### src/rtl/alu_exec_unit.sv
// Execute-stage ALU (ADD/SUB/AND/OR/SLT) with a DEPTH-entry result FIFO; result visible 1 cycle after accept.
// Backpressure: o_ready is registered (count<DEPTH), never combinational from i_ready; optional ALU_STATUS_FLAGS_EN adds per-entry flags.
package ALUControl_pkg;
  typedef enum logic [2:0] {
    ALU_ADD = 3'b000,
    ALU_SUB = 3'b001,
    ALU_AND = 3'b010,
    ALU_OR  = 3'b011,
    ALU_SLT = 3'b101
  } ALUControl_t;
endpackage

module alu_exec_unit
  import ALUControl_pkg::*;
#(
  parameter int WIDTH = 32,
  parameter int DEPTH = 2
) (
  input  logic                     i_clk,
  input  logic                     i_reset,
  input  logic                     i_valid,
  output logic                     o_ready,
  input  ALUControl_t              i_ALUControl,
  input  logic [WIDTH-1:0]         i_SrcA,
  input  logic [WIDTH-1:0]         i_SrcB,
  output logic                     o_valid,
  input  logic                     i_ready,
  output logic [WIDTH-1:0]         o_ALUResult,
  output logic                     o_illegal,
`ifdef ALU_STATUS_FLAGS_EN
  output logic                     o_zero,
  output logic                     o_negative,
  output logic                     o_overflow,
`endif
  output logic [$clog2(DEPTH):0]   o_count
);

  localparam int PW = $clog2(DEPTH);
  localparam int CW = PW + 1;

  typedef struct packed {
    logic [WIDTH-1:0] result;
    logic             illegal;
`ifdef ALU_STATUS_FLAGS_EN
    logic             zero;
    logic             negative;
    logic             overflow;
`endif
  } entry_t;

  // Shared adder: SUB and SLT both use A + ~B + 1
  logic             do_sub;
  logic [WIDTH-1:0] b_op;
  logic [WIDTH-1:0] sum;
  logic             ovf;
  entry_t           new_e;

  assign do_sub = (i_ALUControl == ALU_SUB) || (i_ALUControl == ALU_SLT);
  assign b_op   = do_sub ? ~i_SrcB : i_SrcB;
  assign sum    = i_SrcA + b_op + {{(WIDTH-1){1'b0}}, do_sub};
  assign ovf    = (i_SrcA[WIDTH-1] == b_op[WIDTH-1]) && (sum[WIDTH-1] != i_SrcA[WIDTH-1]);

  always_comb begin
    new_e = '0;
    case (i_ALUControl)
      ALU_ADD: new_e.result = sum;
      ALU_SUB: new_e.result = sum;
      ALU_AND: new_e.result = i_SrcA & i_SrcB;
      ALU_OR:  new_e.result = i_SrcA | i_SrcB;
      ALU_SLT: new_e.result = {{(WIDTH-1){1'b0}}, sum[WIDTH-1] ^ ovf};
      default: new_e.illegal = 1'b1;
    endcase
`ifdef ALU_STATUS_FLAGS_EN
    new_e.zero     = (new_e.result == '0);
    new_e.negative = new_e.result[WIDTH-1];
    new_e.overflow = ((i_ALUControl == ALU_ADD) || (i_ALUControl == ALU_SUB)) && ovf;
`endif
  end

  entry_t          mem_q    [DEPTH];
  entry_t          mem_d    [DEPTH];
  logic [PW-1:0]   wr_ptr_q, wr_ptr_d;
  logic [PW-1:0]   rd_ptr_q, rd_ptr_d;
  logic [CW-1:0]   count_q,  count_d;
  logic            rdy_q,    rdy_d;
  logic            push;
  logic            pop;

  assign push = i_valid && rdy_q;
  assign pop  = (count_q != '0) && i_ready;

  always_comb begin
    mem_d    = mem_q;
    wr_ptr_d = wr_ptr_q;
    rd_ptr_d = rd_ptr_q;
    count_d  = count_q;
    if (push) begin
      mem_d[wr_ptr_q] = new_e;
      wr_ptr_d        = wr_ptr_q + PW'(1);
    end
    if (pop) begin
      rd_ptr_d = rd_ptr_q + PW'(1);
    end
    case ({push, pop})
      2'b10:   count_d = count_q + CW'(1);
      2'b01:   count_d = count_q - CW'(1);
      default: count_d = count_q;
    endcase
    // Ready is held low through reset and registered from the next count.
    rdy_d = (count_d < CW'(DEPTH));
  end

  always_ff @(posedge i_clk or posedge i_reset) begin
    if (i_reset) begin
      mem_q    <= '{default: '0};
      wr_ptr_q <= '0;
      rd_ptr_q <= '0;
      count_q  <= '0;
      rdy_q    <= 1'b0;
    end else begin
      mem_q    <= mem_d;
      wr_ptr_q <= wr_ptr_d;
      rd_ptr_q <= rd_ptr_d;
      count_q  <= count_d;
      rdy_q    <= rdy_d;
    end
  end

  entry_t head;
  assign head        = mem_q[rd_ptr_q];
  assign o_ready     = rdy_q;
  assign o_valid     = (count_q != '0);
  assign o_count     = count_q;
  assign o_ALUResult = head.result;
  assign o_illegal   = head.illegal;
`ifdef ALU_STATUS_FLAGS_EN
  assign o_zero      = head.zero;
  assign o_negative  = head.negative;
  assign o_overflow  = head.overflow;
`endif

endmodule

### config.mk
export PLATFORM = sky130hd
export DESIGN_NAME = alu_exec_unit
export DESIGN_NICKNAME = d
export VERILOG_FILES = /design/src/rtl/alu_exec_unit.sv
export SDC_FILE = /design/constraint.sdc
export NUM_CORES = 1
export LEC_CHECK = 0
export CAP_MARGIN = 20
export CORE_MARGIN = 8
export CORE_UTILIZATION = 45
export DETAILED_ROUTE_END_ITERATION = 6
export GPL_TIMING_DRIVEN = 0
export PLACE_DENSITY = 0.76
export SETUP_SLACK_MARGIN = 0.15
export SYNTH_ARGS = -nofsm -noshare
export SYNTH_HDL_FRONTEND = slang
export SYNTH_SLANG_ARGS = --single-unit
### constraint.sdc
create_clock -name i_clk -period 2.9 [get_ports i_clk]
set_clock_uncertainty 0.05 [all_clocks]
set_input_delay 0.58 -clock i_clk [delete_from_list [all_inputs] [get_ports i_clk]]
set_output_delay 0.58 -clock i_clk [all_outputs]
set_load 0.05 [all_outputs]
---- After elaboration in Yosys (flattened, before gate mapping) ----
Index checks and enable logic that the tools add are counted.
W data, S select, Z words.
word-level totals
  register bits after elaboration ......... 71
  input port bits ......................... 71
  output and inout port bits .............. 37
  logic and storage cells ................. 51
cells by class
  $add $sub $neg .......................... 6
  magnitude comparators ................... 4
  equality and inequality tests ........... 8
  mux-type cells .......................... 10
  bitwise logic cells ..................... 6
  reduce and logical (&&, ||, !) cells .... 9
operators with widths
  kind                   count
  $mux W33               4
  $pmux W32 S4           1
  $bwmux W66             1
  $demux W33 S1          1
  $add A32 B1 Y32        1
  $add A32 B32 Y32       1
  $and A32 B32 Y32       1
  $mux W32               1
  $not A32 Y32           1
  $or A32 B32 Y32        1
  $eq A3 B2 Y1 const B   2
  $reduce_or A5 Y1       1
  $ge A2 B2 Y1 const B   2
  $logic_and A1 B1 Y1    4
  $not A1 Y2             2
  $pmux W2 S2            1
  $eq A3 B1 Y1 const B   1
  $eq A3 B3 Y1 const B   1
  $logic_not A3 Y1       1
  $add A1 B1 Y1 const B  2
  $add A2 B1 Y2 const B  1
  $eq A2 B1 Y1 const B   1
  $eq A2 B2 Y1 const B   1
  $lt A2 B1 Y1 const B   1
  other kinds (9)        9

---- Longest topological paths before layout ----
Gate-level depths: netlist of the first run.
  word-level depth ........................ 10
  mapped depth ............................ 15
  mapped depth without buffers ............ 14

---- Worst setup path after synthesis of the first run ----
OpenSTA, ideal clock, no wires.
  path kind ............................... input port to flip-flop
  start ................................... input i_ALUControl[0]
  end ..................................... register mem_q[28] in the netlist's numbering
  library setup time ...................... 0.076 ns
  arrival ................................. 4.067 ns
  data required time ...................... 2.774 ns
  slack ................................... -1.293 ns
  cell stages on the path ................. 15
  path buffers ............................ 3
  cells stage by stage .................... clkbuf_8 > nand2_1 > buf_1 > xnor2_1 > ha_1 > buf_6 > nand4_1 > or2_1 > or4_4 > a311o_1 > and2_4 > o21a_4 > o21ai_2 > mux2_1 > o21ai_1
on the way
  word-level cells in the longest chain between the ends .. 7
  elaborated cells on any way between the ends .. 12
  classes of those cells .................. add/sub: 2; eq/ne: 4; mux: 3; reduce/logical: 3
ends and longest elaborated chain
  item                                          RTL line  source
  start, declared                               23        input ALUControl_t i_ALUControl,
  $eq A3 B1 Y1 or $eq A3 B3 Y1 (tied branches)  58, 65
  $logic_or A1 B1 Y1                            58        assign do_sub = (i_ALUControl == ALU_SUB) || (i_ALUControl == ALU_SLT);
  $mux W32                                      59        assign b_op = do_sub ? ~i_SrcB : i_SrcB;
  $add A32 B32 Y32                              60        assign sum = i_SrcA + b_op + {{(WIDTH-1){1'b0}}, do_sub};
  $add A32 B1 Y32                               60
  $pmux W32 S4 (*)                              65        case (i_ALUControl)
  $bwmux W66 (*)                                98        mem_d[wr_ptr_q] = new_e;
  end signal, assigned                          121       mem_q <= mem_d;
  end, declared                                 80        entry_t mem_q [DEPTH];
Every way passes the cells marked *; elsewhere a longest branch is shown, timed or not.
A chain may end at the register's enable or synchronous reset.

---- Final worst setup path of the first run ----
  start ................................... input i_ALUControl[1]
  end ..................................... register mem_q[65] in the netlist's numbering
Same word-level chain as after synthesis.

==> results.md, run 1 <==
- Run status: finished with violations
- Failing checks: negative setup slack
- Clock buffer depth: 2
- Worst min-delay path class: flop to flop
- Pre-Repair DR Iteration Count: 5
- Clk Tree Root Cell: clkbuf_16
- Final Net Count: ~1,000
- Mean routed wirelength per cell: 19.8 um
- Area Overhead vs Synth: 43.7%
- Final HPWL DP: roughly 15 mm
- Reg2reg setup slack: approximately 0.87 ns
- Vias per cell: a little under 6
- # Max-Cap Violations: 0
- Depth of the critical timing path with buffers and inverters included: 16
- Worst setup slack after layout: -0.670 ns
- Number of stages on the worst hold path: 2
- Slowest stage cell on the critical path: or4_4
- Async set or reset register ratio after synthesis: between 90% and 100%
- Count of standard-cell rows: 42
- CTS H-tree lvls: 3
- Unrepaired setup endpoints after global routing: true
- Avg Cell Area, Syn: around 8.7 um2
- End of the worst register-to-register path: mem_q[17]
- Headroom to the max-slew limit: 43.6%
- Netlist area before placement: ~6100 um2
- Crit Path Max Fanout: 7
- Total Die Area: between 15,000 and 20,000 um2
- Hold Crit Start: mem_q[36]
- Number of cells produced by synthesis: about 700
- Sinks on the clock net: approximately 70
- N_diodes: 0
- Clock Latency Late Sink: about 0.33 ns
- Largest incremental delay on the critical path: approximately 0.50 ns
- Hold Crit Endpoint: mem_q[36]
- Number of distinct library cells after synthesis: 70
- Number of CTS-inserted buffers: 9
- Count of flip-flops with a built-in enable after synthesis: 0
- Top cell by count, worst path: buf_12
- Predominant post-synthesis flop cell: dfrtp_1
- Die outline height: about 130 um
- Number of antenna violations at the first check in global routing: 0
- Net count after synthesis: slightly above 800
- Global-route congestion overflow total: 0
- Die span in x: ~130 um
- Detailed-route DRC error count: 0
- Count of synthesis-stage warnings from yosys: 0
- Pin count of the biggest net entering global routing: between 70 and 80
- Endpoint type of the worst setup path: flop
- Util after Layout: 66.3%
- Std-Cell Core Area: approximately 13,000 um2
- Total Routing Usage GR: between 20% and 30%
- Kind of start point of the critical path: input port
- CTS clk-pin slew, worst paths: roughly 0.05 ns
- Critical path data required time: roughly 3.1 ns
- Peak clock frequency supported by timing: 0.280 GHz
- Number of violations reported at the end of detailed-routing iteration 0: ~510
- Cells along the critical path: buf_12, clkinvlp_4, nand2_8, buf_12, xnor2_2, ha_1, buf_6, nand4_1, or2_1, or4_4, a311o_1, a31oi_4, o211ai_1, a311oi_2, a41oi_2, o21ai_1
- Worst path buffer plus inverter count: 4
- Setup violations, final: 46
- Sequential element share of the synthesized area: between 20% and 30%
- Final min period: between 3 and 4 ns
- R2r worst-path depth: 4
- DRT Wirelength: approximately 21 mm
- CTS Hold Bufs: 0
- Post-synthesis sequential element count: between 70 and 80
- Count of final hold-check violations: 0
- Fraction of the cycle the final worst path needs: 123%
- Final non-filler cell total: between 1,000 and 1,500
- Initial standard-cell utilization of the core: a little under half
- Maximum VDD drop: 0.414 mV
- Reg-to-reg startpoint: wr_ptr_q
- Clock tree from TritonCTS: built
- Number of global-route vias before repair: about 6,000
- Actual transition at the worst max-transition pin: between 0.8 and 0.9 ns
- Type of the worst setup path: input port to flop
- Data arrival time at the worst-slack endpoint: 3.77 ns
- Fraction of final layout cells sized beyond drive strength 1: approximately a quarter
- Power density relative to cell area: 812 nW/um2
- Antenna viol nets, final: 0
- Number of max-slew violations in the final report: 0
- Port bufs: ~110
- Inst Count DP: 991
- I/O pin count: approximately 110
- Count of vias placed by the detailed router: 6,203
- Wire length of the first global-routing pass: roughly 32 mm
- Overall Power: about 7200 uW
- Gpl congestion: about 0.95
- Top cell family by delay on the critical path: compound AO/OA/AOI/OAI gates
- Lkg Pwr: 0.00390 uW
## layout make-up
class	instances	area, um2
Multi-Input combinational cell	587	4590
Fill cell	1084	4480
Sequential cell	71	1780
Timing Repair Buffer	156	1490
Buffer	36	330
Clock buffer	14	284
Tap cell	176	220
Inverter	14	61.3
Clock inverter	2	60.1
## through the flow
step                      setup WS, ns  hold WS [ns]  TNS, ns  cell area [um2]
after CTS                       -0.758         0.426   -14.10             8420
after detailed placement         -1.91         0.414   -86.20             7510
final                           -0.670         0.419   -15.96             8810
after floorplan                 -0.733         0.388   -11.68             6210
after global routing            -0.824         0.451   -20.15             8810
after global placement           -1.82         0.406  -129.00             7500
## worst min-delay path, delay by kind of cell, from the launching register on
kind / cells / cell delay (ns)
and+or+nand+nor: 2 / 0.10
DFF: 1 / 0.34
## synthesized netlist by cell type, types with 5 or more instances
cell	instances	area (um2)
a311oi_1	5	43.8
xnor2_1	40	350
clkbuf_8	9	124
nor3_1	8	40.0
nand2_1	103	387
o21a_1	5	37.5
nand2b_1	9	56.3
a22o_1	15	131
clkbuf_1	17	63.8
o211ai_1	5	37.5
a21o_1	14	105
and3_1	6	37.5
o221ai_1	7	61.3
a21oi_1	46	230
inv_1	14	52.6
nor2b_1	6	37.5
mux2_2	36	405
nand3_1	14	70.1
ha_1	41	513
nor2_1	40	150
xor2_1	14	123
o21ai_0	74	370
a22oi_1	6	45.0
o21ai_1	5	25.0
maj3_1	14	140
dfrtp_1	71	1780
## layout by cell type, fill, tap and decap left out, drive strengths merged, types with 4 or more instances in the layout
cell type	n
a21o	18
a21oi	46
a22o	15
a22oi	6
a311oi	5
a31oi	4
a32o	4
and2	4
and3	6
buf	60
clkbuf	41
clkdlybuf4s50	69
dfrtp	71
dlygate4sd2	35
ha	41
inv	13
maj3	14
mux2	37
nand2	103
nand2b	9
nand3	15
nand4	4
nor2	40
nor2b	6
nor3	8
o211ai	5
o21a	6
o21ai	81
o221ai	7
or2	5
xnor2	41
xor2	14
## power by group
group / internal (uW) / total [uW] / switching [uW]
clock: 847 / 1240 / 394
combinational: 1630 / 4240 / 2610
sequential: 1440 / 1670 / 235
total: 3920 / 7160 / 3240
## how the worst max path moves through the flow
stage	from	to	slack, ns
2_1_floorplan	i_ALUControl[0]	mem_q[28]	-0.73
3_3_place_gp	i_ALUControl[1]	mem_q[32]	-1.82
3_5_place_dp	i_ALUControl[1]	mem_q[65]	-1.91
4_1_cts	i_ALUControl[1]	mem_q[65]	-0.76
5_1_grt	i_ALUControl[1]	mem_q[32]	-0.82
6_report	i_ALUControl[1]	mem_q[65]	-0.67
## state kept, by name, indices dropped and copies added (netlist names)
register and cells:
rd_ptr_q 1, o_count 2, mem_q 66, o_ready 1, wr_ptr_q 1
## routing by layer
layer  part of all wire (%)  global-route usage, %  routed length (um)
met1                     44                   28.8                9080
met2                     47                   36.0                9740
met3                    6.7                   4.01                1390
met4                    3.1                   8.45                 641
met5                      0                      0                   0
## logic make-up (layout without fill, tap and decap cells)
family                     after synthesis  in the layout  share of synthesized area, %
AOI/OAI and AO/OA                      220            220                          23.4
and+or+nand+nor                        216            216                          16.3
DFF                                     71             71                          29.0
adders and majority gates               56             56                          11.0
xor gates and xnor gates                55             55                          7.98
buffers and inverters                   50            222                          5.12
muxes                                   40             40                          7.28
## what timing repair did
action                                  in CTS  in global routing
buffers inserted                            36                 13
gates cloned                                 0                  0
pin swaps                                   48                 54
endpoints found under the setup margin      93                 56
hold endpoints to repair                     0                  0
gates resized for setup                    135                 71
(Power assumes the default switching activity.)
==> inputs of run 2 (changes only) <==
--- a/config.mk
+++ b/config.mk
@@ -12,6 +12,7 @@
 export GPL_TIMING_DRIVEN = 0
 export PLACE_DENSITY = 0.76
 export SETUP_SLACK_MARGIN = 0.15
+export SKIP_LAST_GASP = 1
 export SYNTH_ARGS = -nofsm -noshare
 export SYNTH_HDL_FRONTEND = slang
 export SYNTH_SLANG_ARGS = --single-unit
==> run 2 against run 1 <==
  * The run still ends with negative setup slack left
  * Sequential power about the same
  * First-iteration DRC count is 1.2% higher
  * Global-route usage increased by 0.066 points
  * Core utilization rose by 0.31 points
  * Critical path type unchanged
  * Flip-flop and latch count unchanged
  * Design area rose by 0.47%
  * Non-clock buffer count rose by 4
  * Die area unchanged
  * Clock-buffer cell count unchanged
  * Wire length down 0.61%
  * Final cell count grew 0.38%
  * Critical path depth stayed put
==> results.md, run 2 (synthesized netlist as in run 1, its figures left out) <==
- Clk Tree Root Cell: clkbuf_16
- Antenna viol nets, final: 0
- Most common cell after layout, fill and taps aside: nand2_1
- Port bufs: about 110
- Count of vias placed by the detailed router: ~6,200
- Count of final hold-check violations: 0
- Hold Crit Start: mem_q[36]
- Reg2reg setup slack: 0.88 ns
- Number of flip-flops under the largest register name: 66
- Endpoint type of the worst setup path: flop
- Failing checks: negative setup slack
- Register share of total power: a little under a quarter
- Critical path data required time: 3.10 ns
- Data arrival time at the worst-slack endpoint: between 3 and 4 ns
- Total Routing Usage GR: roughly 22%
- Clock Latency Late Sink: between 0.3 and 0.4 ns
- Wire length of the first global-routing pass: 31.7 mm
- Fraction of final layout cells sized beyond drive strength 1: a little over a quarter
- Kind of start point of the critical path: input port
- Lkg Pwr: a little under 0.004 uW
- Internal power: 3930 uW
- Std-Cell Core Area: around 13,000 um2
- Reg-to-reg startpoint: wr_ptr_q
- Gpl congestion: 0.953
- Worst setup slack after layout: -0.667 ns
- Power density relative to cell area: around 810 nW/um2
- Net switching power of the design: between 3000 and 4000 uW
- Clock tree from TritonCTS: built
- Type of the worst setup path: input port to flop
- Final HPWL DP: roughly 15 mm
- Die outline height: 133 um
- Clock buffer depth: 2
- Die span in x: around 130 um
- Crit Path Max Fanout: 7
- N_diodes: 0
- # Max-Cap Violations: 0
- Mean routed wirelength per cell: roughly 20 um
- Vias per cell: a little under 6
- Worst slack at placement: -1.91 ns
- Run status: finished with violations
- Pin count of the biggest net entering global routing: 72
- Actual transition at the worst max-transition pin: between 0.8 and 0.9 ns
- CTS clk-pin slew, worst paths: 0.05 ns
- Initial standard-cell utilization of the core: between 40% and 50%
- Number of antenna violations at the first check in global routing: 0
- Area Overhead vs Synth: 44.3%
- Peak clock frequency supported by timing: around 0.28 GHz
- Count of standard-cell rows: 42
- Fraction of the cycle the final worst path needs: 123%
- DRT Wirelength: about 21 mm
- Final min period: 3.57 ns
- Pre-Repair DR Iteration Count: 5
- Commonest cells after routing, fill and taps aside: nand2_1 (98), dfrtp_1 (71), clkdlybuf4s50_1 (68)
- Maximum VDD drop: just over 0.4 mV
- R2r worst-path depth: 4
- Global-route congestion overflow total: 0
- Portion of total power attributed to combinational logic: 59.4%
- Headroom to the max-slew limit: around 43%
- Placed cell areas: between 7000 and 8000 um2
- Total Die Area: 17,600 um2
- Number of CTS-inserted buffers: 9
- Proportion of total power due to net switching: 45.2%
- Post-Layout Inst Area: ~9000 um2
- Number of stages on the worst hold path: 2
- Sinks on the clock net: between 70 and 80
- CTS H-tree lvls: 3
- Clock share of power: around 17%
- End of the worst register-to-register path: mem_q[17]
- Final Net Count: 992
- Number of global-route vias before repair: between 6,000 and 7,000
- Unrepaired setup endpoints after global routing: true
- Worst min-delay path class: flop to flop
- Register containing the most flip-flops in the final layout: mem_q
- Detailed-route DRC error count: 0
- Number of violations reported at the end of detailed-routing iteration 0: between 500 and 600
- Number of max-slew violations in the final report: 0
- Hold Crit Endpoint: mem_q[36]
- Setup violations, final: 44
- I/O pin count: ~110
run 2: timing repair:
| action | CTS | global route |
|---|---|---|
| buffers inserted | 36 | 17 |
| setup endpoints to repair | 93 | 56 |
| gates resized for setup | 128 | 81 |
| pin swaps | 47 | 60 |
| hold buffers | 0 | 0 |
run 2: routing by layer:
layer,up-vias,global-route usage (%),share of wire (%)
li1,2904,-,-
met1,2989,28.7,43
met2,294,35.6,47
met3,45,4.31,7.2
met4,0,9.53,3.0
met5,-,0,0
run 2: worst max-delay path, cell delays in order:
cell,delay [ns]
buf_12,0.10
clkinvlp_4,0.10
nand2_8,0.08
buf_12,0.15
xnor2_2,0.13
ha_1,0.29
buf_6,0.09
nand4_1,0.11
or2_1,0.27
or4_4,0.49
a311o_1,0.35
a31oi_4,0.25
o211ai_1,0.15
a311oi_2,0.35
a41oi_2,0.09
o21ai_1,0.17
run 2: final cells by class:
| class | count | area [um2] |
|---|---|---|
| Clock buffer | 14 | 284 |
| Tap cell | 176 | 220 |
| Timing Repair Buffer | 160 | 1520 |
| Clock inverter | 2 | 60.1 |
| Fill cell | 1070 | 4440 |
| Buffer | 36 | 337 |
| Sequential cell | 71 | 1780 |
| Inverter | 14 | 61.3 |
| Multi-Input combinational cell | 587 | 4600 |
run 2: stage by stage:
stage	total power [uW]	setup TNS [ns]	utilization, %	hold WS [ns]	cells
global placement	5630	-129.00	56.4	0.406	991
detailed placement	5670	-86.20	56.5	0.414	991
global route	7540	-19.97	66.6	0.451	1060
floorplan	4450	-11.68	-	0.388	708
CTS	6950	-14.38	63.1	0.426	1043
finish	7160	-15.27	66.6	0.419	1060
run 2: worst max path at each step:
stage | from | endpoint | depth (start not counted)
floorplan | i_ALUControl[0] | mem_q[28] | 15
finish | i_ALUControl[1] | mem_q[65] | 16
detailed placement | i_ALUControl[1] | mem_q[65] | 15
global route | i_ALUControl[1] | mem_q[32] | 16
CTS | i_ALUControl[1] | mem_q[65] | 16
global placement | i_ALUControl[1] | mem_q[32] | 15
run 2: power groups by stage:
stage          Sequential [uW]  Clock (uW)  Combinational [uW]
5_1_grt                   1730        1300                4510
4_1_cts                   1670        1240                4040
3_3_place_gp              1660           0                3970
2_1_floorplan             1690           0                2760
6_report                  1680        1230                4250
3_5_place_dp              1680           0                3990
==> inputs of run 3 (changes only) <==
--- a/config.mk
+++ b/config.mk
@@ -6,6 +6,7 @@
 export NUM_CORES = 1
 export LEC_CHECK = 0
 export CAP_MARGIN = 20
+export CORE_ASPECT_RATIO = 1.1
 export CORE_MARGIN = 8
 export CORE_UTILIZATION = 45
 export DETAILED_ROUTE_END_ITERATION = 6
@@ -13,6 +14,7 @@
 export PLACE_DENSITY = 0.76
 export SETUP_SLACK_MARGIN = 0.15
 export SKIP_LAST_GASP = 1
+export SLEW_MARGIN = 20
 export SYNTH_ARGS = -nofsm -noshare
 export SYNTH_HDL_FRONTEND = slang
 export SYNTH_SLANG_ARGS = --single-unit
==> run 3 against run 2 <==
  * Largest power group unchanged
  * Combinational power rose by 1%
  * Highest routed layer unchanged
  * Die area barely moved
  * Non-clock buffer count rose by 7
  * Critical path depth did not move
  * Core utilization rose by 0.72 points
  * Global-route usage rose by 0.87 points
  * Sequential power barely moved
  * Power fell by 0.86%
  * Worst setup slack got worse by 0.0068 ns
  * First-iteration DRC count rose by 8.3%
  * Sequential share of layout area fell by 0.17 points
  * The flow still finishes with violations (negative setup slack)
  * Register-to-register slack got worse by 0.22 ns
==> results.md, run 3 (synthesized netlist as in run 1, its figures left out) <==
- N_diodes: 0
- R2r worst-path depth: 4
- I/O pin count: 108
- Most common cell after layout, fill and taps aside: nand2_1
- Clock buffer depth: 2
- Reg2reg setup slack: ~0.66 ns
- Hold Crit Endpoint: mem_q[39]
- Final TNS setup: -18.87 ns
- Clock share of power: between 15 and 20%
- # Max-Cap Violations: 0
- Slowest stage cell on the critical path: or4_4
- Actual transition at the worst max-transition pin: roughly 0.93 ns
- Type of the worst setup path: input port to flop
- Sinks on the clock net: just over 70
- Internal power: about 3800 uW
- Net switching power of the design: between 3000 and 4000 uW
- Worst setup slack after layout: -0.674 ns
- Detailed-route DRC error count: 0
- Antenna viol nets, final: 0
- Total Die Area: between 15,000 and 20,000 um2
- Mean routed wirelength per cell: 20.1 um
- Count of final hold-check violations: 0
- Layout filler cell count: approximately 1,000
- Multi-input combinational cell area: ~4600 um2
- Worst path buffer plus inverter count: 5
- Fraction of the cycle the final worst path needs: 123%
- Cells along the critical path: buf_12, clkinvlp_4, nand2_8, buf_12, buf_4, buf_4, xnor2_2, ha_1, nand2_1, or4_4, a311o_1, a31oi_4, nand3b_1, a311oi_2, a41oi_2, o21ai_1
- Largest incremental delay on the critical path: 0.54 ns
- Number of stages on the worst hold path: 2
- Unrepaired setup endpoints after global routing: true
- Inst Count DP: ~1,000
- Port bufs: 107
- Peak clock frequency supported by timing: about 0.28 GHz
- Run status: finished with violations
- Commonest cells after routing, fill and taps aside: nand2_1 (99), dfrtp_1 (71), clkdlybuf4s50_1 (68)
- Count of vias placed by the detailed router: roughly 6,400
- Kind of start point of the critical path: input port
- End of the worst register-to-register path: mem_q[17]
- Number of flip-flops under the largest register name: 66
- Register share of total power: 23.6%
- Headroom to the max-slew limit: a little under two fifths
- Hold Crit Start: mem_q[39]
- Pin count of the biggest net entering global routing: 57
- CTS clk-pin slew, worst paths: about 0.060 ns
- Portion of total power attributed to combinational logic: about three fifths
- DRT Wirelength: around 22 mm
- Register containing the most flip-flops in the final layout: mem_q
- Setup violations, final: 50
- Pre-Repair DR Iteration Count: 5
- Die outline height: roughly 140 um
- Power density relative to cell area: slightly below 800 nW/um2
- Final Net Count: ~1,000
- Worst min-delay path class: flop to flop
- Number of violations reported at the end of detailed-routing iteration 0: roughly 560
- Reg-to-reg startpoint: wr_ptr_q
- Clk Tree Root Cell: clkbuf_16
- Vias per cell: 5.94
- Crit Path Max Fanout: 6
- Final HPWL DP: between 15 and 20 mm
- Number of max-slew violations in the final report: 0
- Initial standard-cell utilization of the core: between 40% and 50%
- Clock tree from TritonCTS: built
- Global-route congestion overflow total: 0
- Final non-filler cell total: between 1,000 and 1,500
- Clock Latency Late Sink: roughly 0.33 ns
- Total Routing Usage GR: a little under a quarter
- Number of CTS-inserted buffers: 9
- Area Overhead vs Synth: 45.6%
- Count of standard-cell rows: 44
- Top cell family by delay on the critical path: compound AO/OA/AOI/OAI gates
- Final min period: 3.57 ns
- Std-Cell Core Area: around 13,000 um2
- Endpoint type of the worst setup path: flop
- Number of global-route vias before repair: slightly above 6,000
- Lkg Pwr: about 0.0039 uW
- Number of antenna violations at the first check in global routing: 0
- Wire length of the first global-routing pass: 32.4 mm
- Worst slack at placement: -1.84 ns
- Fraction of final layout cells sized beyond drive strength 1: roughly 27%
- Gpl congestion: between 0.9 and 1
- Data arrival time at the worst-slack endpoint: ~3.8 ns
- Proportion of total power due to net switching: approximately 46%
- CTS H-tree lvls: 3
- Critical path data required time: 3.11 ns
- Die span in x: about 130 um
- Failing checks: negative setup slack
- Overall Power: about 7100 uW
- Util after Layout: 67.3%
- Maximum VDD drop: around 0.36 mV
- Total area of sequential cells: ~1800 um2
[run 3: changes by cell type in the layout (fill, tap and decap cells not counted), moves of 3 or more]
cell and change:
buf_6 +5, xor2_2 +4, o21ai_2 +3, xor2_1 -3
[run 3: worst min-delay path, stage by stage, from the launching register on]
cell and delay [ns]:
dfrtp_1 0.34, nand2_1 0.05, o21ai_0 0.06
[run 3: final cells by class]
cell class,instances,area share [%]
Inverter,14,0.687
Clock buffer,13,3.03
Buffer,36,3.76
Timing Repair Buffer,167,17.8
Tap cell,184,2.58
Multi-Input combinational cell,587,51.8
Clock inverter,3,0.448
Sequential cell,71,19.9
[run 3: through the flow]
step,hold slack (ns),instance area [um2]
floorplan,0.388,6210
global placement,0.405,7510
detailed placement,0.408,7540
CTS,0.425,8550
global route,0.433,8930
finish,0.425,8930
[run 3: power groups by stage]
| stage | sequential (uW) | clock (uW) | combinational, uW |
|---|---|---|---|
| final | 1670 | 1130 | 4300 |
| after global routing | 1730 | 1180 | 4520 |
| after CTS | 1670 | 1140 | 4110 |
| after detailed placement | 1680 | 0 | 4010 |
| after global placement | 1660 | 0 | 3970 |
| after floorplan | 1690 | 0 | 2760 |
[run 3: how the worst max path moves through the flow]
stage | from | slack (ns) | end | depth (start not counted)
after detailed placement | i_ALUControl[1] | -1.84 | mem_q[28] | 15
after floorplan | i_ALUControl[0] | -0.73 | mem_q[28] | 15
after CTS | i_ALUControl[1] | -0.74 | mem_q[28] | 16
final | i_ALUControl[1] | -0.67 | mem_q[32] | 16
after global routing | i_ALUControl[1] | -0.76 | mem_q[32] | 17
after global placement | i_ALUControl[1] | -1.81 | mem_q[61] | 15
[run 3: timing repair]
item / 4_1_cts / 5_1_grt
pin swaps: 51 / 60
gates resized for setup: 152 / 63
setup buffers: 43 / 16
hold buffers: 0 / 0
endpoints found under the setup margin: 94 / 57
[run 3: metal layers]
| metal | GRT usage [%] | wire length, um | up-vias |
|---|---|---|---|
| met2 | 38.3 | 10500 | 350 |
| met3 | 3.35 | 1670 | 77 |
| met4 | 11.5 | 854 | 0 |
| li1 | - | - | 2921 |
| met1 | 28.7 | 8620 | 3035 |
| met5 | 0 | 0 | - |
==> variant 1 (settings of run 2) <==
Build with the macro `ALU_STATUS_FLAGS_EN` defined.
--- a/src/rtl/alu_exec_unit.sv
+++ b/src/rtl/alu_exec_unit.sv
@@ -2,2 +2,4 @@
 // Backpressure: o_ready is registered (count<DEPTH), never combinational from i_ready; optional ALU_STATUS_FLAGS_EN adds per-entry flags.
+`define ALU_STATUS_FLAGS_EN
+
 package ALUControl_pkg;
Function (old outputs only; new: o_negative, o_overflow and o_zero): no difference found for any inputs over 4 cycles, from zero or initial values and one cycle with i_reset high; that may be too few to reach the edited logic, so the function may still have changed.
==> variant 1 against run 2 <==
The run still ends with negative setup slack left; total power rose by 4.0%; sequential cell count is 4 higher; final area is 12% higher; routed wire length grew 22%; area after synthesis rose by 8.6%; first-iteration DRC count rose by 23%; sequential share of layout area decreased by 1.1 points; register-to-register slack gained 40 ps; critical path depth did not move; worst setup slack worse by 370 ps; critical path type unchanged; critical endpoint is now mem_q[38]$_DFFE_PP0P_; largest cell class unchanged; largest power group unchanged; highest routed layer unchanged.
==> variant 1: results (changes against run 2) <==
- The number of inserted diodes is 0 (unchanged).
- The flow ran to the end, but the final reports show violations.
- The routed via count divided by cell count is 6.31 (+7.3%).
- The path class of the tightest hold or removal check is reg2reg.
- The maximum count of clock buffers along a single path came to 2 (unchanged).
- The number of buffers added by the clock tree synthesis step was 9 (unchanged).
- The worst max-slew margin expressed relative to the limit was 40.1% (-3.2 points).
- The post-synth net total came to 919 (+12%).
- The number of H-tree levels is 3 (unchanged).
- The placed standard-cell area came to 8230 um^2 (+9.6%).
- The fraction of layout cells with a size suffix above 1 was 29.6% (+3.0 points).
- In this design, the largest share of critical-path delay is due to compound AO/OA/AOI/OAI gates.
- The total of buffers placed on input and output ports is 108 (+0.93%).
- The first-pass iteration count of the detailed router came to 6 (+1).
- The clock latency of the later-clocked register in the worst-skew pair is 330 ps (about the same).
- The initial detailed-routing violation count is 641 (+23%).
- The number of global-route vias before repair came to 7021 (+16%).
- After clock tree synthesis, the clock-pin slew on the worst setup and hold paths is approximately 60 ps.
- The share of flip-flops with an asynchronous set or reset is 100% (unchanged).
- The routed metal-1 wirelength is 10400 um (+18%).
- The maximum ir drop on the vdd rail is 0.498 mV (+21%).
- The total of endpoints with negative setup slack in the final report is 49 (+11%).
- The minimum setup slack in the final design was -1030 ps (-366 ps).
- The checks that failed: negative setup slack.
- The half-perimeter wire length of the detailed placement result is 17900 um (+20%).
- The count of final max-slew check failures came to 0 (unchanged).
- The mean post-synth cell area came to 8.27 um^2 (-4.6%).
- The final cell count without fillers is 1177 (+11%).
- The per-cell routed wire length came to 21.5 um (+9.7%).
- The critical path data arrival time is 4150 ps (+380 ps).
- The highest routed metal layer is met4.
- Ranked by instance count, the synthesized netlist is headed by sky130_fd_sc_hd__nand2_1, sky130_fd_sc_hd__o21ai_0, sky130_fd_sc_hd__dfrtp_1.
- Clock tree synthesis selected as its root buffer the cell sky130_fd_sc_hd__clkbuf_16.
- The total length of routed met2 wires is 11900 um (+22%).
- The setup slack at placement is -2330 ps (-424 ps).
- The standby leakage power is 4.22 nW (+7.5%).
- The worst stage delay on the critical path came to 440 ps (-50 ps).
- The number of nets in the finished design is 1101 (+11%).
- The slowest stage of the critical path belongs to the cell sky130_fd_sc_hd__or3b_4.
- The weighted congestion at the end of routability-driven global placement is 0.932 (-2.2%).
- The register with the highest flop count is mem_q.
- The largest net degree at the start of global routing is 76 (+5.6%).
- The first-pass GRT wire length is 36700 um (+16%).
- The total of warnings raised by yosys is 0 (unchanged).
- The met3 routed wirelength was 1780 um (+19%).
- The number of flip-flops under the largest register name is 70 (+6.1%).
- The portion of the post-synthesis area used by sequential elements is 28.2% (-0.80 points).
- Sorting the synthesized cells by area gives the leading types as sky130_fd_sc_hd__dfrtp_1, sky130_fd_sc_hd__ha_1, sky130_fd_sc_hd__mux2_2.
- The aggregate global-route resource usage is 24.8% (+2.5 points).
- The number of unique standard cell types used by synthesis is 68 (-2.9%).
==> variant 1: cell count changes in the layout (fill, tap and decap cells not counted), moves of 8 or more <==
cell / delta
sky130_fd_sc_hd__nor2_1: -11
sky130_fd_sc_hd__a31oi_1: +8
sky130_fd_sc_hd__o21ai_1: -12
sky130_fd_sc_hd__nor2_2: +9
sky130_fd_sc_hd__nand4_1: +14
sky130_fd_sc_hd__buf_4: +14
sky130_fd_sc_hd__o21ai_2: +9
sky130_fd_sc_hd__a22o_1: +9
sky130_fd_sc_hd__clkbuf_8: -11
sky130_fd_sc_hd__o21ai_0: +8
==> variant 1: kinds of logic (layout without fill, tap and decap cells) <==
family	count (synthesis)	after routing	synth area share, %
compound gates	261	261	25.9
xor+xnor	46	46	6.05
fa+ha+maj	60	60	10.7
buf+inv	64	251	3.72
flops	75	75	28.2
mux	39	39	6.55
simple gates	261	261	18.9
==> variant 1: layer usage <==
layer	global-route usage (%)	vias to the layer above
met4	11.3	0
met1	31.4	3609
met2	41.1	384
met3	3.25	84
li1	-	3351
met5	0	-
==> variant 1: timing repair <==
item	4_1_cts	5_1_grt
setup buffers	37	25
gates resized for setup	137	137
hold buffers	0	0
cloned	0	1
setup endpoints to repair	103	91
pin swaps	43	53
==> variant 1: final timing paths <==
path                                  startpoint               endpoint  slack, ps  depth (start not counted)
setup / recovery                 i_ALUControl[0]  mem_q[38]$_DFFE_PP0P_      -1030                         16
hold / removal             mem_q[22]$_DFFE_PP0P_  mem_q[22]$_DFFE_PP0P_        420                          2
setup reg to reg               o_ready$_DFF_PP0_  mem_q[52]$_DFFE_PP0P_        920                          6
hold reg to reg            mem_q[22]$_DFFE_PP0P_  mem_q[22]$_DFFE_PP0P_        420                          2
max in group asynchronous                i_reset  mem_q[41]$_DFFE_PP0P_       1480                          2
min in group asynchronous                i_reset   rd_ptr_q$_DFFE_PP0P_        750                          2
==> variant 1: power breakdown <==
part | switching (mW) | total, mW | internal [mW]
registers | 0.238 | 1.72 | 1.49
clock network | 0.431 | 1.21 | 0.776
logic | 2.82 | 4.51 | 1.70
total | 3.49 | 7.45 | 3.96
==> variant 1: per-stage QoR <==
stage	TNS (ps)	hold slack (ps)	total power [mW]	utilization (%)
6_report	-15360	421	7.45	68.5
5_1_grt	-20060	443	7.81	68.5
4_1_cts	-13250	425	7.11	63.6
3_5_place_dp	-83280	412	5.84	56.8
3_3_place_gp	-138270	407	5.77	56.8
2_1_floorplan	-11240	393	4.57	-
==> variant 1: final cells by class <==
type                    instances  area (um^2)
plain buffers                  49          370
clock buffers                  10          239
inverters                      15         71.3
multi-input cells             667         5440
well taps                     184          230
flip-flops and latches         75         1880
fillers                      1107         4570
clock inverters                 6         88.8
repair buffers                171         1600
==> variant 2 (config.mk and constraints of run 2) <==
Without the edit above. Put one more register stage on the output `o_count`, cleared by the reset. The value now appears one clock later. The other outputs are not delayed to match.
--- a/src/rtl/alu_exec_unit.sv
+++ b/src/rtl/alu_exec_unit.sv
@@ -132,3 +132,9 @@
   assign o_valid     = (count_q != '0);
-  assign o_count     = count_q;
+  always_ff @(posedge i_clk or posedge i_reset) begin
+    if (i_reset) begin
+      o_count <= '0;
+    end else begin
+      o_count <= count_q;
+    end
+  end
   assign o_ALUResult = head.result;
Formal check against the unedited RTL: not equivalent (Yosys sat finds a counterexample within 4 cycles, from zero or initial values and one cycle with i_reset high).
==> variant 2 against run 2 <==
Highest routed layer unchanged; sequential cell count rose by 2; total power fell by 4.2%; sequential share of layout area rose by 1.3 points; global-route usage rose by 2.7 points; final area fell by 3.3%; core utilization rose by 1.8 points; routed wire length rose by 3.4%; the run still ends with negative setup slack left; area after synthesis fell by 6.8%; worst setup slack improved by 100 ps.
==> variant 2: results (changes against run 2) <==
- The flow ran to the end, but the final reports show violations.
- The final reports fail on negative setup slack.
- The met1 usage was 31.4% (+2.6 points).
- The first-pass GRT wire length was 32100 um (+1.4%).
- The register area is 1830 um^2 (+2.8%).
- The layout multi-input combinational cell count is 520 (-11%).
- The met3 routed wirelength is 1420 um (-4.9%).
- The accumulated negative setup slack came to -13350 ps (+1920 ps).
- The flip-flop and latch count came to 73 (+2.8%).
- The cell row count is 41 (-2.4%).
- The number of global-route vias before repair was 6071 (+0.58%).
- The endpoint of the lowest-slack register-to-register path is mem_q[60]$_DFFE_PP0P_.
- By area the synthesized netlist is led by sky130_fd_sc_hd__dfrtp_1, sky130_fd_sc_hd__ha_1, sky130_fd_sc_hd__xnor2_1.
- The half-perimeter wire length of the detailed placement result came to 14600 um (-1.6%).
- The setup slack at placement is -1990 ps (-77.1 ps).
- The area fraction of clock buffers and clock inverters came to 3.29% (-0.60 points).
- The aggregate global-route resource usage is 25.0% (+2.7 points).
- The footprint of the multi-input gates is 4370 um^2 (-4.9%).
- The aggregate routed wire length was 21400 um (+3.4%).
- The cell count after placement is 918 (-7.4%).
- The largest net degree at the start of global routing is 74 (+2.8%).
- The routed via count divided by cell count is 5.95 (+1.3%).
- The routed metal-1 wirelength came to 9020 um (+1.6%).
- The commonest cells after synthesis are sky130_fd_sc_hd__nand2_1, sky130_fd_sc_hd__dfrtp_1, sky130_fd_sc_hd__xnor2_1.
- The final standard cell area without fillers is 8560 um^2 (-3.3%).
- The standby leakage power was 3.80 nW (-3.2%).
- The total of endpoints with negative setup slack in the final report is 46 (+4.5%).
- Following the worst setup path forward leads to its endpoint at mem_q[32]$_DFFE_PP0P_.
- The non-clock buffer total of the final layout was 203 (+3.6%).
- The minimum setup slack in the final design is -562 ps (+105 ps).
- The mean post-synth cell area is 8.92 um^2 (+2.9%).
- The cell count of the worst hold path is 0 (-2).
- The critical path data arrival time is 3690 ps (-80 ps).
- The worst hold path terminates at o_count[1]$_DFF_PP0_.
- The worst reg-to-reg path cell count is 7 (+3).
- The placed standard-cell area came to 7050 um^2 (-6.1%).
- The portion of the post-synthesis area used by sequential elements came to 32.0% (+3.0 points).
- The total of cells resized after clock tree synthesis is 136 (+6.3%).
- The register-to-register setup slack came to 560 ps (-320 ps).
[variant 2: cell count changes after synthesis, sizes merged, moves of 4 or more]
cell    delta
nand3     -10
nor2b      -5
o21ai     -12
maj3       +5
xnor2      +4
nor2       -9
a31oi      +8
nor3       -6
nand2b     -6
nand2     -13
a21oi     -15
[variant 2: cells by family (layout without fill, tap and decap cells)]
| group | count (synthesis) | count (layout) | share of synthesized area [%] |
|---|---|---|---|
| AOI/OAI and AO/OA | 207 | 207 | 24.0 |
| xor gates and xnor gates | 60 | 60 | 9.19 |
| adders and majority gates | 61 | 61 | 12.7 |
| buffers and inverters | 48 | 232 | 3.22 |
| DFF | 73 | 73 | 32.0 |
| muxes | 37 | 37 | 7.25 |
| and+or+nand+nor | 155 | 155 | 11.7 |
[variant 2: power breakdown]
part,internal (mW),switching [mW]
clock network,0.610,0.485
registers,1.46,0.230
logic,1.57,2.51
total,3.64,3.22
